File: src/rtl/uart_pkg.sv
// uart_pkg: shared state encoding and constants for the UART transmit path
package uart_pkg;
  typedef enum logic [2:0] {IDLE, START, DATA, PARITY, STOP} state_t;
  localparam int UART_DEFAULT_DIV = 16;
  localparam int UART_DATA_BITS = 8;
endpackage

File: src/rtl/uart_baud_tick.sv
// uart_baud_tick: bit-period timer that ticks on the last cycle of each div-cycle period
module uart_baud_tick #(
  parameter int DIV_W = 16
) (
  input  logic             clk,
  input  logic             n_rst,
  input  logic             clr,
  input  logic             en,
  input  logic [DIV_W-1:0] div,
  output logic             tick
);
  logic [DIV_W-1:0] cnt_q, cnt_d;
  // tick at div-1, then wrap; any clear or idle period restarts the count
  always_comb begin
    tick = en && (cnt_q == div - DIV_W'(1));
    cnt_d = (clr || tick || !en) ? '0 : cnt_q + DIV_W'(1);
  end
  // counter register
  always_ff @(posedge clk or negedge n_rst) begin
    if (!n_rst) cnt_q <= '0;
    else cnt_q <= cnt_d;
  end
endmodule

File: src/rtl/uart_tx_engine.sv
// uart_tx_engine: pops FIFO bytes and serializes them as 8N1 frames; UART_TX_PARITY_EN adds a parity bit
module uart_tx_engine
  import uart_pkg::*;
#(
  parameter int STOP_BITS = 1,
  parameter int DIV_W = 16
) (
  input  logic             clk,
  input  logic             n_rst,
  input  logic             tx_en,
  input  logic [DIV_W-1:0] baud_div,
  input  logic             fifo_empty,
  input  logic [7:0]       fifo_data,
`ifdef UART_TX_PARITY_EN
  input  logic             parity_en,
  input  logic             parity_odd,
`endif
  output logic             fifo_r_enable,
  output logic             tx,
  output logic             busy,
  output logic             tx_done
);
  state_t state_q, state_d;
  logic [UART_DATA_BITS-1:0] shift_q, shift_d;
  logic [DIV_W-1:0] div_q, div_d;
  logic [2:0] bit_q, bit_d;
  logic tick;
`ifdef UART_TX_PARITY_EN
  logic par_en_q, par_en_d, par_val_q, par_val_d;
`endif
  uart_baud_tick #(.DIV_W(DIV_W)) u_tick (
    .clk  (clk),
    .n_rst(n_rst),
    .clr  (state_d != state_q),
    .en   (state_q != IDLE),
    .div  (div_q),
    .tick (tick)
  );
  assign busy = (state_q != IDLE);
  // frame sequencing: pop and latch in IDLE, then start, data LSB first, optional parity, stop
  always_comb begin
    state_d = state_q;
    shift_d = shift_q;
    div_d = div_q;
    bit_d = bit_q;
    fifo_r_enable = 1'b0;
    tx = 1'b1;
    tx_done = 1'b0;
`ifdef UART_TX_PARITY_EN
    par_en_d = par_en_q;
    par_val_d = par_val_q;
`endif
    case (state_q)
      IDLE: if (tx_en && !fifo_empty) begin
        fifo_r_enable = 1'b1;
        shift_d = fifo_data;
        div_d = (baud_div < DIV_W'(2)) ? DIV_W'(2) : baud_div;
        bit_d = '0;
        state_d = START;
`ifdef UART_TX_PARITY_EN
        par_en_d = parity_en;
        par_val_d = (^fifo_data) ^ parity_odd;
`endif
      end
      START: begin
        tx = 1'b0;
        state_d = tick ? DATA : START;
      end
      DATA: begin
        tx = shift_q[0];
        if (tick) begin
          shift_d = shift_q >> 1;
          bit_d = bit_q + 3'd1;
          if (bit_q == 3'(UART_DATA_BITS - 1)) begin
            bit_d = '0;
`ifdef UART_TX_PARITY_EN
            state_d = par_en_q ? PARITY : STOP;
`else
            state_d = STOP;
`endif
          end
        end
      end
`ifdef UART_TX_PARITY_EN
      PARITY: begin
        tx = par_val_q;
        state_d = tick ? STOP : PARITY;
      end
`endif
      STOP: if (tick) begin
        if (bit_q == 3'(STOP_BITS - 1)) begin
          tx_done = 1'b1;
          bit_d = '0;
          state_d = IDLE;
        end else bit_d = bit_q + 3'd1;
      end
      default: state_d = IDLE;
    endcase
  end
  // state, shift register, latched divisor and stop-bit count
  always_ff @(posedge clk or negedge n_rst) begin
    if (!n_rst) begin
      state_q <= IDLE;
      shift_q <= '0;
      div_q <= '0;
      bit_q <= '0;
    end else begin
      state_q <= state_d;
      shift_q <= shift_d;
      div_q <= div_d;
      bit_q <= bit_d;
    end
  end
`ifdef UART_TX_PARITY_EN
  // parity settings captured at the pop so mid-frame changes wait for the next byte
  always_ff @(posedge clk or negedge n_rst) begin
    if (!n_rst) begin
      par_en_q <= 1'b0;
      par_val_q <= 1'b0;
    end else begin
      par_en_q <= par_en_d;
      par_val_q <= par_val_d;
    end
  end
`endif
endmodule

File: config.mk
export PLATFORM = sky130hd
export DESIGN_NAME = uart_tx_engine
export DESIGN_NICKNAME = d
export VERILOG_FILES = /design/src/rtl/uart_pkg.sv /design/src/rtl/uart_baud_tick.sv /design/src/rtl/uart_tx_engine.sv
export SDC_FILE = /design/constraint.sdc
export NUM_CORES = 1
export LEC_CHECK = 0
export CAP_MARGIN = 25
export CORE_ASPECT_RATIO = 0.8
export CORE_MARGIN = 4
export CORE_UTILIZATION = 55
export DETAILED_ROUTE_END_ITERATION = 16
export PLACE_DENSITY = 0.78
export REMOVE_ABC_BUFFERS = 1
export SYNTH_ARGS = -nofsm -noshare
export SYNTH_HDL_FRONTEND = slang
export SYNTH_SLANG_ARGS = --single-unit
File: constraint.sdc
create_clock -name clk -period 4.95 [get_ports clk]
set_input_delay 1.2375 -clock clk [delete_from_list [all_inputs] [get_ports clk]]
set_output_delay 1.2375 -clock clk [all_outputs]
set_load 0.02 [all_outputs]
==> summary.md, run 1 <==
| Metric | Value |
|---|---|
| Power Density | 469 nW/um2 |
| I/O Buffers | 31 |
| Clock root buffer | clkbuf_8 |
| Area grow syn2layout | 15.9% |
| Critical path class | reg2out |
| CP Launch Type | register |
| Clock Path Buffers | 2 |
| P_leak | 1.44 nW |
| Die area | 6440 um2 |
| Total Nets Final | 380 |
| Register bit total from synthesis | 46 |
| Congestion Overflow GR | 0 |
| Core footprint | 5040 um2 |
| Die X-Extent | 88.7 um |
| Syn Area/Cell | 9.04 um2 |
| Sequential cell area | 1150 um2 |
| CTS tree | done |
| Worst hold path class | reg2reg |
| Sequential area share after synthesis | 40.2% |
| DRT iter0 DRCs | 210 |
| Die height | 72.6 um |
| Largest net degree at the start of global routing | 47 |
| Req. time, crit path | 3.71 ns |
| Fmax | 214 MHz |
| Fin. max-slew vios | 0 |
| Layout cells sized above 1 | 7.76% |
| Worst Path Max Fanout | 8 |
| Total power | 0.00156 W |
| Diode count | 0 |
| Starting density of the core | 56.9% |
| WL per Instance | 14.3 um |
| Final core utilization | 66.0% |
| # DRC | 0 |
| Avg Vias per Cell | 5.57 |
| Syn Std Cell Area | 2870 um2 |
| GPL Wtd Cong | 0.857 |
| Worst setup EP type | output port |
| Reg clk slew, reported paths | 0.09 ns |
| Post-DP HPWL | 4.32 mm |
| PostCTS Resize Cnt | 0 |
| # fillers | 432 |
| Fin Clk Skew | 0.00695 ns |
| Final Hold Fails | 0 |
| Cell count after synthesis | 317 |
| Inserted Clock Buffers | 5 |
| Crit path arrival time | 3.43 ns |
| Vias in the first global route | 2269 |
| Worst r2r src | div_q[2] |
| Yosys cell types | 57 |
| Slew HR | 57.0% |
| Final period util | 94.2% |
| Post-synth top flop | dfrtp_1 |
| Tmin final | 4.66 ns |
| Clock sinks | 46 |
| # IOs | 32 |
| Rows | 23 |
| GRT Util Overall | 20.5% |
| Worst-Margin Slew | 0.645 ns |
| RSZ-0062 raised after global routing | false |
| Total negative slack | 0 ns |
| Synthesis Warnings | 0 |
| Via Count | 2283 |
| H-Tree Depth | 2 |
| Hold Buf Count CTS | 0 |
| Routed wire length | 5.88 mm |
| DRT Pass-1 Iters | 4 |
| Setup Buffers After CTS | 0 |
| Global-route wire length before repair | 10.4 mm |
| Worst skew pair latency | 0.30 ns |
| Hold path startpoint | shift_q[1] |
| Status | finished, final reports clean |
| ANT nets after route | 0 |
| Worst Setup SP | div_q[2] |
| Number of synthesized flops with an enable pin | 0 |
| Area of the multi-input gates | 1610 um2 |
| FFs w/ async S/R, synth | 100% |
| Initial antenna violation count | 0 |
| Final setup fails | 0 |
| # Max-Cap Violations | 0 |
| VDD IR-drop max | 251 uV |
==> layout by cell type (no fill, tap or decap), drive strengths merged, types with 6 or more instances in the layout <==
| cell type | netlist | final |
|---|---|---|
| nor4 | 7 | 7 |
| xor2 | 17 | 17 |
| clkbuf | 7 | 6 |
| nand3 | 17 | 17 |
| nand2 | 66 | 66 |
| a21oi | 7 | 7 |
| inv | 9 | 9 |
| clkdlybuf4s50 | 0 | 30 |
| xnor2 | 18 | 18 |
| mux2i | 8 | 8 |
| dfrtp | 46 | 46 |
| nor2 | 36 | 36 |
| o21ai | 12 | 12 |
==> logic make-up after synthesis <==
logic type	after synthesis	synth area share (%)
buffers and inverters	20	3.67
adder cells (fa/ha/maj)	5	2.18
AO/OA/AOI/OAI	42	12.3
XOR/XNOR	35	10.7
multiplexers	10	3.58
flip-flops	46	40.2
AND/OR/NAND/NOR	159	27.4
==> synthesized netlist by cell type (4+ instances only) <==
master	count	area, um2
nand2_1	66	248
a21oi_1	5	25.0
clkbuf_1	6	22.5
nor4_1	5	31.3
o21ai_1	6	30.0
inv_1	9	33.8
nand3_1	17	85.1
mux2i_1	8	80.1
ha_1	5	62.6
nor2_1	35	131
xor2_1	17	149
xnor2_1	18	158
nand4_1	4	25.0
nor2b_1	4	25.0
dfrtp_1	46	1150
and3_1	5	31.3
==> final timing paths <==
| path | end | slack [ns] | depth (start not counted) |
|---|---|---|---|
| max | tx_done | 0.29 | 7 |
| min | shift_q[1] | 0.49 | 2 |
| max reg2reg | shift_q[7] | 1.85 | 7 |
| min reg2reg | shift_q[1] | 0.49 | 2 |
| max in group asynchronous | div_q[10] | 3.66 | 2 |
| min in group asynchronous | u_tick.cnt_q[10] | 0.81 | 1 |
==> area by class of cell <==
class | count | area share [%]
multi-input combinational | 251 | 48.4
clock buffer | 6 | 2.18
timing repair buffer | 34 | 10.2
inverter | 9 | 1.02
sequential | 46 | 34.7
clock inverter | 2 | 1.13
tap | 62 | 2.34
==> sequential cells by signal, indices dropped and copies added (netlist names) <==
| name | flops |
|---|---|
| u_tick.cnt_q | 16 |
| state_q | 3 |
| div_q | 16 |
| shift_q | 8 |
| bit_q | 3 |
==> per-stage QoR <==
| stage | worst slack (ns) | hold slack (ns) | instances | instance area [um2] |
|---|---|---|---|---|
| final | 0.287 | 0.494 | 410 | 3320 |
| after global routing | 0.0585 | 0.525 | 410 | 3320 |
| after CTS | 0.326 | 0.497 | 409 | 3300 |
| after detailed placement | 0.712 | 0.476 | 401 | 3190 |
| after global placement | 0.781 | 0.466 | 400 | 3180 |
| after floorplan | 1.17 | 0.452 | 306 | 2790 |
==> critical path: stages, from the launching register on <==
cell and delay, ns:
dfrtp_1 0.46, nor4_4 0.55, nand2_1 0.17, o41a_1 0.54, nor4_1 0.35, nand2_1 0.13, nor4_1 0.29, clkdlybuf4s50_1 0.65
==> power breakdown <==
group          total (W)  switching, W  internal, W
Clock           0.000284      0.000133     0.000151
Combinational   0.000618      0.000338     0.000280
Sequential      0.000656      0.000166     0.000490
Total            0.00156      0.000637     0.000922
==> layer usage <==
layer | GRT usage [%] | share of wire [%]
met4 | 4.53 | 0.66
met2 | 30.3 | 41
met5 | 0 | 0
met1 | 30.6 | 52
met3 | 4.77 | 5.7
Note: power is estimated with default switching activity, not from simulation.
==> run 2, diff against run 1 <==
- MAX_ROUTING_LAYER: not set -> met4
- clock period: 4.95 -> 5.4 ns (I/O delays scaled with it)
==> run 2 against run 1 <==
Register-to-register slack better by 0.52 ns. Final cell count unchanged. Combinational power down 8.6%. Routed wire length down 2.0%. Sequential share of layout area up 0.21 points. First-iteration DRC count down 13%. Critical path depth unchanged. Count of clock-buffer cells in the layout down 1. Global-route usage down 0.40 points. Die area unchanged. Sequential power down 8.8%. Flip-flop and latch count unchanged. Critical endpoint unchanged. Largest power group unchanged.
==> summary.md, run 2 (same netlist as run 1, synthesis figures left out) <==
| Metric | Value |
|---|---|
| # Max-Cap Violations | 0 (unchanged) |
| Cell breakdown of the critical path | nor4_4 > nand2_1 > o41a_1 > nor4_1 > nand2_1 > nor4_1 > clkdlybuf4s50_1 |
| Reg clk slew, reported paths | 0.09 ns (about the same) |
| Total Nets Final | 380 (unchanged) |
| GRT Util Overall | 20.1% (-0.40 points) |
| Worst slack, placed | 1.00 ns (+0.288 ns) |
| Post-DP HPWL | 4.47 mm (+3.5%) |
| Diode count | 0 (unchanged) |
| Sequential cell area | 1150 um2 (unchanged) |
| Critical path class | reg2out |
| Area of the multi-input gates | 1610 um2 (unchanged) |
| Rows | 23 (unchanged) |
| Most common cell after layout, fill and taps aside | nand2_1 |
| VDD IR-drop max | 256 uV (+2.0%) |
| Tmin final | 4.63 ns |
| Global-route wire length before repair | 9.80 mm (-6.0%) |
| DRT Pass-1 Iters | 4 (unchanged) |
| Worst hold path class | reg2reg |
| Final setup fails | 0 (unchanged) |
| Core footprint | 5040 um2 (unchanged) |
| Critical-path top delay cell | clkdlybuf4s50_1 |
| Clock Path Buffers | 2 (unchanged) |
| Commonest non-fill, non-tap cells in the layout | nand2_1 (66), dfrtp_1 (46), nor2_1 (35) |
| Die X-Extent | 88.7 um (unchanged) |
| Avg Vias per Cell | 5.59 (+0.31%) |
| Worst setup EP type | output port |
| Total negative slack | 0 ns (unchanged) |
| Max stage delay on crit path | 0.64 ns (about the same) |
| Status | finished, final reports clean |
| RSZ-0062 raised after global routing | false |
| Layout cells sized above 1 | 8.05% (+0.29 points) |
| # fillers | 441 (+2.1%) |
| Congestion Overflow GR | 0 (unchanged) |
| Clock sinks | 46 (unchanged) |
| CTS tree | done |
| Worst-Margin Slew | 0.666 ns (+0.0204 ns) |
| Biggest regs | div_q: 16 flops, u_tick.cnt_q: 16 flops, shift_q: 8 flops |
| CP Launch Type | register |
| I/O Buffers | 31 (unchanged) |
| Hold Path Depth | 2 (unchanged) |
| Final period util | 85.7% |
| Min Hold Slack | 0.493 ns (-0.00102 ns) |
| P_leak | 1.43 nW (-0.51%) |
| Worst skew pair latency | 0.30 ns (about the same) |
| Req. time, crit path | 4.05 ns (+0.34 ns) |
| Area grow syn2layout | 15.2% |
| H-Tree Depth | 2 (unchanged) |
| Via Count | 2290 (+0.31%) |
| Final Hold Fails | 0 (unchanged) |
| Largest net degree at the start of global routing | 47 (unchanged) |
| Hold Buf Count CTS | 0 (unchanged) |
| ANT nets after route | 0 (unchanged) |
| Power Density | 417 nW/um2 (-11%) |
| Fin. max-slew vios | 0 (unchanged) |
| Die height | 72.6 um (unchanged) |
| Starting density of the core | 56.9% (unchanged) |
| Fmax | 216 MHz |
| Inserted Clock Buffers | 5 (unchanged) |
| Routed wire length | 5.76 mm (-2.0%) |
| Crit path arrival time | 3.28 ns (-0.15 ns) |
| Initial antenna violation count | 0 (unchanged) |
| Clock root buffer | clkbuf_8 |
| Die area | 6440 um2 (unchanged) |
| Setup Buffers After CTS | 0 (unchanged) |
| WL per Instance | 14.0 um (-2.0%) |
| Fin Clk Skew | 0.0107 ns (+0.00374 ns) |
| # DRC | 0 (unchanged) |
| GPL Wtd Cong | 0.875 (+2.1%) |
| DRT iter0 DRCs | 182 (-13%) |
| Worst Path Max Fanout | 8 (unchanged) |
| Reg2Reg Depth | 8 (+1) |
| Slew HR | 55.6% (-1.4 points) |
| Vias in the first global route | 2083 (-8.2%) |
| Final core utilization | 65.6% (-0.40 points) |
| Worst setup margin | 0.773 ns (+0.485 ns) |
| PostCTS Resize Cnt | 0 (unchanged) |
| # IOs | 32 (unchanged) |
[run 2: final timing paths]
path                                  from          endpoint  slack [ns]
worst min register to register  shift_q[1]        shift_q[1]        0.49
worst max register to register    div_q[2]          bit_q[1]        2.37
worst min-delay path            shift_q[1]        shift_q[1]        0.49
worst max-delay path              div_q[2]           tx_done        0.77
max in group asynchronous            n_rst         div_q[10]        4.08
min in group asynchronous            n_rst  u_tick.cnt_q[10]        0.86
[run 2: layer usage]
metal	GRT usage (%)	wire length, um
met5	-	0
met4	5.03	54
met3	3.97	333
met2	27.7	2460
met1	30.2	2900
[run 2: critical path: cells and delay by family, from the launching register on]
family                 cells  cell delay, ns
buffers and inverters      1            0.64
AO/OA/AOI/OAI              1            0.54
flip-flops                 1            0.47
AND/OR/NAND/NOR            5            1.33
[run 2: final cells by class]
| cell class | instances | share of cell area [%] |
|---|---|---|
| tap | 62 | 2.35 |
| sequential | 46 | 34.9 |
| multi-input combinational | 251 | 48.7 |
| inverter | 9 | 1.02 |
| clock inverter | 3 | 0.644 |
| clock buffer | 5 | 2.08 |
| timing repair buffer | 34 | 10.3 |
[run 2: metrics by stage]
stage / cells / cell area (um2) / power (W)
after floorplan: 306 / 2790 / 0.00100
after global placement: 400 / 3180 / 0.00114
after detailed placement: 401 / 3190 / 0.00116
after CTS: 409 / 3280 / 0.00138
after global routing: 410 / 3300 / 0.00148
final: 410 / 3300 / 0.00138
[run 2: power by group]
part / total (W) / internal [W] / leakage, nW / switching [W]
Sequential: 0.000598 / 0.000450 / 0.594 / 0.000148
Combinational: 0.000565 / 0.000257 / 0.791 / 0.000308
Clock: 0.000216 / 0.0000911 / 0.0441 / 0.000125
==> run 3, diff against run 2 <==
- SETUP_SLACK_MARGIN: not set -> 0.05
==> results of run 3 <==
Final layout, timing and power as in run 2 (identical DEF).
